$ cat src/rtl/rfft_pkg.sv
// Shared constants, state encoding and address helpers for the 256-point
// in-place radix-2 RFFT stage/address sequencer.
package rfft_pkg;

  localparam int AW     = 6;
  localparam int NSTAGE = AW + 1;
  localparam int LIMIT  = (2 ** AW) - 1;
  localparam int PE_LAT = 2;
  localparam int TF_AW  = 8;
  localparam int DLY_W  = 2 + 2 * AW;

  typedef enum logic [1:0] {
    ST_IDLE  = 2'd0,
    ST_RUN   = 2'd1,
    ST_DRAIN = 2'd2,
    ST_DONE  = 2'd3
  } state_t;

  // Mask covering the top s bits of a bank address (the bits inverted for
  // the partner bank pair at stage s).
  function automatic logic [AW-1:0] inv_mask(input logic [2:0] s);
    logic [AW-1:0] m;
    m = '0;
    for (int i = 0; i < AW; i++) begin
      if (i >= AW - int'(s)) begin
        m[i] = 1'b1;
      end else begin
        m[i] = 1'b0;
      end
    end
    return m;
  endfunction

endpackage

$ cat src/rtl/rfft_seq_dly.sv
// Fixed-depth delay line aligning write-side controls with the PE output;
// cleared synchronously by reset.
module rfft_seq_dly #(
  parameter int W     = 14,
  parameter int DEPTH = 2
) (
  input  logic         Clk,
  input  logic         Reset_n,
  input  logic [W-1:0] din,
  output logic [W-1:0] dout
);

  logic [W-1:0] pipe_r [DEPTH];

  // Shift register stages; reset empties the line so no stale write fires.
  always_ff @(posedge Clk) begin
    if (!Reset_n) begin
      for (int i = 0; i < DEPTH; i++) begin
        pipe_r[i] <= '0;
      end
    end else begin
      pipe_r[0] <= din;
      for (int i = 1; i < DEPTH; i++) begin
        pipe_r[i] <= pipe_r[i-1];
      end
    end
  end

  assign dout = pipe_r[DEPTH-1];

endmodule

$ cat src/rtl/rfft_seq.sv
// Stage/address sequencer: drives bank read/write addresses, lane swaps,
// twiddle address and bypass for the in-place radix-2 RFFT datapath.
module rfft_seq
  import rfft_pkg::*;
(
  input  logic             Clk,
  input  logic             Reset_n,
  input  logic             start,
  output logic             busy,
  output logic             done,
  output logic [2:0]       stage,
  output logic [AW-1:0]    rd_addr0,
  output logic [AW-1:0]    rd_addr1,
  output logic             rd_swap,
  output logic [TF_AW-1:0] tf_addr,
  output logic             bypass_n,
  output logic             we,
  output logic [AW-1:0]    wr_addr0,
  output logic [AW-1:0]    wr_addr1,
  output logic             wr_swap
);

  state_t          state_r, state_s;
  logic [AW-1:0]   cnt_r, cnt_s;
  logic [2:0]      stage_r, stage_s;
  logic            run_s;
  logic            wr_bit_s;
  logic [AW-1:0]   mask_s;
  logic [AW-1:0]   rd_sh_s;
  logic [AW-1:0]   wr_sh_s;
  logic [DLY_W-1:0] dly_in_s;
  logic [DLY_W-1:0] dly_out_s;

  // State, counter and stage registers.
  always_ff @(posedge Clk) begin
    if (!Reset_n) begin
      state_r <= ST_IDLE;
      cnt_r   <= '0;
      stage_r <= 3'd0;
    end else begin
      state_r <= state_s;
      cnt_r   <= cnt_s;
      stage_r <= stage_s;
    end
  end

  // Next-state logic; cnt doubles as the drain-gap counter.
  always_comb begin
    state_s = state_r;
    cnt_s   = cnt_r;
    stage_s = stage_r;
    case (state_r)
      ST_IDLE, ST_DONE: begin
        if (start) begin
          state_s = ST_RUN;
          cnt_s   = '0;
          stage_s = 3'd0;
        end else begin
          state_s = state_r;
        end
      end
      ST_RUN: begin
        if (cnt_r == AW'(LIMIT)) begin
          state_s = ST_DRAIN;
          cnt_s   = '0;
        end else begin
          cnt_s = cnt_r + AW'(1);
        end
      end
      ST_DRAIN: begin
        if (cnt_r == AW'(PE_LAT - 1)) begin
          cnt_s = '0;
          if (stage_r == 3'(NSTAGE - 1)) begin
            state_s = ST_DONE;
          end else begin
            state_s = ST_RUN;
            stage_s = stage_r + 3'd1;
          end
        end else begin
          cnt_s = cnt_r + AW'(1);
        end
      end
      default: begin
        state_s = ST_IDLE;
        cnt_s   = '0;
        stage_s = 3'd0;
      end
    endcase
  end

  // Read-side decode from the registered counter and stage.
  always_comb begin
    run_s   = (state_r == ST_RUN);
    mask_s  = inv_mask(stage_r);
    rd_sh_s = cnt_r >> (3'(AW) - stage_r);
    wr_sh_s = cnt_r >> (3'(AW - 1) - stage_r);
    if (run_s) begin
      rd_addr0 = cnt_r;
      rd_addr1 = cnt_r ^ mask_s;
      tf_addr  = TF_AW'(cnt_r & ~mask_s) << stage_r;
      if (stage_r == 3'd0) begin
        rd_swap = 1'b0;
      end else begin
        rd_swap = rd_sh_s[0];
      end
      if (stage_r == 3'(NSTAGE - 1)) begin
        wr_bit_s = 1'b0;
      end else begin
        wr_bit_s = wr_sh_s[0];
      end
    end else begin
      rd_addr0 = '0;
      rd_addr1 = '0;
      tf_addr  = '0;
      rd_swap  = 1'b0;
      wr_bit_s = 1'b0;
    end
    bypass_n = (stage_r != 3'(NSTAGE - 1));
  end

  assign busy     = (state_r == ST_RUN) || (state_r == ST_DRAIN);
  assign done     = (state_r == ST_DONE);
  assign stage    = stage_r;
  assign dly_in_s = {run_s, rd_addr0, rd_addr1, wr_bit_s};

  rfft_seq_dly #(
    .W     (DLY_W),
    .DEPTH (PE_LAT)
  ) u_dly (
    .Clk     (Clk),
    .Reset_n (Reset_n),
    .din     (dly_in_s),
    .dout    (dly_out_s)
  );

  assign we       = dly_out_s[DLY_W-1];
  assign wr_addr0 = we ? dly_out_s[2*AW:AW+1] : '0;
  assign wr_addr1 = we ? dly_out_s[AW:1]      : '0;
  assign wr_swap  = we ? dly_out_s[0]         : 1'b0;

endmodule
$ cat config.mk
export PLATFORM = sky130hd
export DESIGN_NAME = rfft_seq
export DESIGN_NICKNAME = d
export VERILOG_FILES = /design/src/rtl/rfft_pkg.sv /design/src/rtl/rfft_seq_dly.sv /design/src/rtl/rfft_seq.sv
export SDC_FILE = /design/constraint.sdc
export NUM_CORES = 1
export LEC_CHECK = 0
export ABC_AREA = 1
export CORE_MARGIN = 2
export CORE_UTILIZATION = 43
export CTS_CLUSTER_SIZE = 14
export DETAILED_ROUTE_END_ITERATION = 12
export GPL_ROUTABILITY_DRIVEN = 0
export PLACE_DENSITY = 0.68
export SLEW_MARGIN = 20
export SYNTH_ARGS = -nofsm -noshare
export SYNTH_HDL_FRONTEND = slang
export SYNTH_HIERARCHICAL = 1
export SYNTH_SLANG_ARGS = --single-unit
$ cat constraint.sdc
create_clock -name Clk -period 2.9 [get_ports Clk]
set_input_delay 0.29 -clock Clk [delete_from_list [all_inputs] [get_ports Clk]]
set_output_delay 0.29 -clock Clk [all_outputs]
set_load 0.05 [all_outputs]
# Word level (Yosys, flattened, before mapping)
# Memory sizes are Yosys's and may differ from the RTL's.
# Cells that the tools add are included.
[word_totals]
out_inout_bits = 41
ram_bits = 28
wordCells = 74
mem_count = 1
register_bits = 11
[memory_table]
columns = ["memory", "words", "width", "rd", "rd_ports_with_merged_regs", "write_ports", "line", "source"]
rows = [
  ["u_dly.pipe_r", 2, 14, 2, 0, 2, "rfft_seq_dly.sv:13", "logic [W-1:0] pipe_r [DEPTH];"],
]
[op_classes]
shift = 3
n_reduce_logical = 7
order_cmp = 6
eq_ne = 11
n_addsub = 5
mux = 33
n_bitwise = 5
[op_table]
columns = ["operator", "count"]
rows = [
  ["6-bit 2-to-1 mux", 7],
  ["14-bit 2-to-1 mux", 2],
  ["6-bit case mux with 3 select lines", 1],
  ["1-bit 2-to-1 mux", 13],
  ["6-bit by 3-bit right shift with 1-bit output", 2],
  ["3-bit 2-to-1 mux", 3],
  ["6-bit by 8-bit AND with 8-bit output", 1],
  ["3-bit by 4-bit >= comparator with 1-bit output, first input constant", 2],
  ["4-bit >= comparator, first input constant", 2],
  ["2-bit 2-to-1 mux", 4],
  ["8-bit 2-to-1 mux", 1],
  ["6-bit inverter with 8-bit output", 1],
  ["8-bit by 3-bit << shifter with 8-bit output", 1],
  ["6-bit by 1-bit adder with 6-bit output, second input constant", 1],
  ["6-bit by 1-bit equality test with 1-bit output, second input constant", 1],
  ["6-bit equality test, second input constant", 1],
  ["2-bit != test, second input constant", 3],
  ["2-bit case mux with 3 select lines", 1],
  ["3-bit case mux with 2 select lines", 1],
  ["3-bit subtractor, first input constant", 2],
  ["6-bit bitwise XOR", 1],
  ["2-bit equality test, second input constant", 2],
  ["1-bit by 4-bit >= comparator with 1-bit output, first input constant", 1],
  ["2-bit by 4-bit >= comparator with 1-bit output, first input constant", 1],
  ["14 further kinds", 15],
]

# Longest topological paths before layout
[depth]
word_depth = 7
mapped_depth = 13
depth_no_buf = 12

# Cells and area by module
# Netlist, hierarchy kept.
[by_module_without_submodules]
columns = ["mod", "n_inst", "area_per_inst_um2", "cells_each"]
rows = [
  ["rfft_seq", 1, 1402.6, 237],
  ["rfft_seq_dly", 1, 909.6, 101],
]

# Worst setup path after synthesis
# Ideal clock, no wire load.
[synth_timing]
path_kind = "register to output"
start = "register stage_r[1] (netlist: stage[1])"
end = "output tf_addr[6]"
setup_slack_ps = -554
path_stages_with_launch = 11
t_required_ps = 2610
arrival_ps = 3164
cell_sequence = "dfxtp_1 buf_2 inv_2 ha_1 a21oi_1 ha_1 inv_1 nand2_1 o21ai_0 o21a_1 o21ai_0"
[synth_via]
elab_chain_cells = 7
word_cells_on_any_way = 17
[synth_lines]
columns = ["element", "line", "source"]
rows = [
  ["start, declared", "rfft_seq.sv:25", "logic [2:0] stage_r, stage_s;"],
  ["start signal, assigned", "rfft_seq.sv:43", "stage_r <= stage_s;"],
  ["3-bit by 3-bit subtractor with 4-bit output", "rfft_pkg.sv:25", "if (i >= AW - int'(s)) begin"],
  ["1-bit by 4-bit >= comparator with 1-bit output (tied with other cells)", "rfft_pkg.sv:25", ""],
  ["1-bit 2-to-1 mux", "rfft_pkg.sv:25", ""],
  ["6-bit inverter with 8-bit output", "rfft_seq.sv:100", "tf_addr = TF_AW'(cnt_r & ~mask_s) << stage_r;"],
  ["6-bit by 8-bit AND with 8-bit output", "rfft_seq.sv:100", ""],
  ["8-bit by 3-bit << shifter with 8-bit output *", "rfft_seq.sv:100", ""],
  ["8-bit 2-to-1 mux *", "rfft_seq.sv:97", "if (run_s) begin"],
  ["end, declared", "rfft_seq.sv:15", "output logic [TF_AW-1:0] tf_addr,"],
]
# Every way passes the cells marked *; elsewhere a longest branch is shown, timed or not.

# Final worst setup path
[layout_timing]
start = "register stage_r[0] (netlist: stage[0])"
end = "output tf_addr[7]"
# The elaborated chain is that of the path after synthesis.

==> out/qor.yml <==
run_status:
  status: "completed"
layout:
  final_cell_mix: "nand2_1, inv_1, dfxtp_1"
  nFillCells: 496
  multiInputGateArea_mm2: 0.00110
  drive_above_1_share: 0.141
  regArea_um2: 785
  final_common_cell: "nand2_1"
  syn2layout_area_growth_pct: 27.4
  final_net_count: 388
  diodes: 0
  layout.cells.non_filler: 438
critical_path:
  cpPeakStageDelay_ns: 0.44
  cpMaxStageDelayCell: "dfxtp_2"
  critPathBufInv: 3
  critical_path_class: "reg2out"
  cp_max_fo: 11
  setup.worst_path.start_class: "flop"
  cp_cell_sequence: "ha_1 > xnor2_2 > inv_2 > a21oi_1 > ha_1 > inv_1 > o21ai_0 > o21ai_0 > o21ai_2 > buf_12"
  r2r-start: "stage[0]$_SDFFE_PN0P_"
  endpoint_kind: "output pin"
  worstPathArrival_ns: 2.40
  cp-startpoint: "stage[0]$_SDFFE_PN0P_"
  cpLargestDelayFamily: "compound AO/OA/AOI/OAI gates"
  cp.required_ns: 2.61
floorplanning:
  num_io_pins: 44
  die_w_um: 77.3
  rows: 26
  core-area_mm2: 0.00514
  chipHeight_um: 77.3
  start_util: 0.450
  die_area_mm2: 0.00598
placed_design:
  dp_hpwl_mm: 3.53
  placement.io_buffers: 43
  dp_cells: 430
sta:
  fin_skew_ns: 0.00908
  finalSetupTns_ns: 0
  maxSlewViolCount: 0
  setup_viol: 0
  max_slew_margin: 0.580
  period_minus_slack_ns: 2.69
  max_freq_mhz: 372
  tightest_slew_ns: 0.629
  hold_viol: 0
  timing.final.crit_share: 0.926
  rsz0062_at_grt: "false"
hold_path:
  hp-class: "reg2reg"
  hold_start: "u_dly/pipe_r[0][12]$_SDFF_PN0_"
global_routing:
  grt_pass1_wl_mm: 7.80
  track_usage: 0.161
  grt_max_degree: 20
  grt_overflow: 0
  grt_pass1_vias: 1715
  antenna_found_initial: 0
detailed_routing:
  route.detailed.drc: 0
  met3_length_um: 286
  wl_per_cell_um: 10.5
  wl_met1_mm: 2.14
  drt_iter0_drc: 107
  maxUsedRoutingLayer: "met4"
  via_per_inst: 4.58
  routed_wl_mm: 4.60
  drt_first_pass_iters: 4
  dr_wl_met2_mm: 2.10
  drtAntennaViolNets: 0
  vias: 2004
synth:
  netlist_area_mm2: 0.00231
  synth_seq_cells: 39
  syn_avg_cell_area_um2: 6.84
  yosys_warnings: 6
  synth_cells: 338
  syn_nets: 359
  synth.distinct_cells: 28
  ys_seq_area_frac: 0.338
clocking:
  cts_tree: "done"
  cts_root_buffer: "clkbuf_8"
  htree_levels: 2
  cts_made_buffers: 5
  clk_latency_ns: 0.29
  cts_buffer_depth: 2
  cts.hold.buffers_added: 0
  path_clk_slew_ns: 0.08
  cts_sinks: 39
power:
  p_leak_uw: 0.00153
  pwr-share-clk: 0.203
  power_switching_uw: 997
  internal_power_uw: 1250
  p_sw_frac: 0.443
  p_comb_frac: 0.508
  powerDensity_mw_per_mm2: 763
  peakVddDrop_mv: 0.624
  p_seq_frac: 0.290
flow_run:
  drv_cap: 0
==> layout make-up <==
class,instances,area share
repair buffers,47,0.203
clock inverters,3,0.0149
well taps,70,0.0297
multi-input cells,204,0.374
inverters,70,0.0892
clock buffers,5,0.0234
flip-flops and latches,39,0.266
==> cell usage after synthesis (all sizes together) <==
library cell / instances / area, µm²
dfxtp: 39 / 781
xnor2: 1 / 16.3
nand3: 17 / 90.1
o21a: 1 / 7.51
clkbuf: 1 / 3.75
mux2i: 1 / 10.0
nand2: 93 / 357
a21oi: 18 / 90.1
inv: 70 / 263
o21ai: 16 / 80.1
o21bai: 2 / 18.8
buf: 24 / 183
or2: 1 / 6.26
a31oi: 2 / 12.5
ha: 18 / 225
nor3b: 1 / 12.5
xor2: 1 / 8.76
o211ai: 4 / 30.0
nor2: 28 / 118
==> power by group through the flow <==
stage                     clock [µW]  sequential [µW]  combinational, µW
after floorplan                    0              678                783
after global placement             0              657               1130
after detailed placement           0              660               1140
after CTS                        463              647               1140
after global routing             483              662               1260
final                            455              651               1140
==> final timing paths <==
check | cells past startpoint | slack (ns) | endpoint
hold / removal | 2 | 0.41 | u_dly/pipe_r[0][26]$_SDFF_PN0_
setup reg to reg | 10 | 0.99 | u_dly/pipe_r[0][6]$_SDFF_PN0_
setup / recovery | 10 | 0.21 | tf_addr[7]
hold reg to reg | 2 | 0.41 | u_dly/pipe_r[0][26]$_SDFF_PN0_
==> per-stage QoR <==
step                      hold WS [ns]  worst slack, ns   util  cell area, µm²  power [µW]
final                            0.410            0.214  0.573            2950        2250
after global routing             0.430           0.0616  0.573            2950        2410
after CTS                        0.409           0.0805  0.573            2940        2250
after detailed placement         0.392            0.409  0.551            2830        1800
after global placement           0.394            0.508  0.551            2830        1790
after floorplan                  0.386           0.0582      -            2330        1460
==> flip-flops by register name, summed over array words and instances, names as in the netlist <==
| name | count |
|---|---|
| cnt_r | 6 |
| stage | 3 |
| state_r | 2 |
| u_dly/pipe_r | 28 |
==> cells by family (layout without fill, tap and decap cells) <==
kind of cell | Yosys count | count (layout) | share of synthesized area
compound gates | 43 | 43 | 0.103
xor+xnor | 2 | 2 | 0.0108
fa+ha+maj | 18 | 18 | 0.0974
buf+inv | 95 | 125 | 0.194
flops | 39 | 39 | 0.338
mux | 1 | 1 | 0.00433
simple gates | 140 | 140 | 0.252
==> tightest hold or removal path: stages, from the launching register on <==
cell and delay (ns):
dfxtp_1 0.30, nand2_1 0.05, inv_1 0.03
==> metal layers <==
layer  GRT usage  up-vias
met2       0.265       75
met1       0.212      854
met4      0.0500        0
li1            -     1065
met3      0.0337       10
met5           0        -
==> timing repair <==
action                     CTS  global route
gates resized for setup      0             3
setup endpoints to repair    0             4
buffers inserted             0             0
Note: power is estimated with default switching activity, not from simulation.
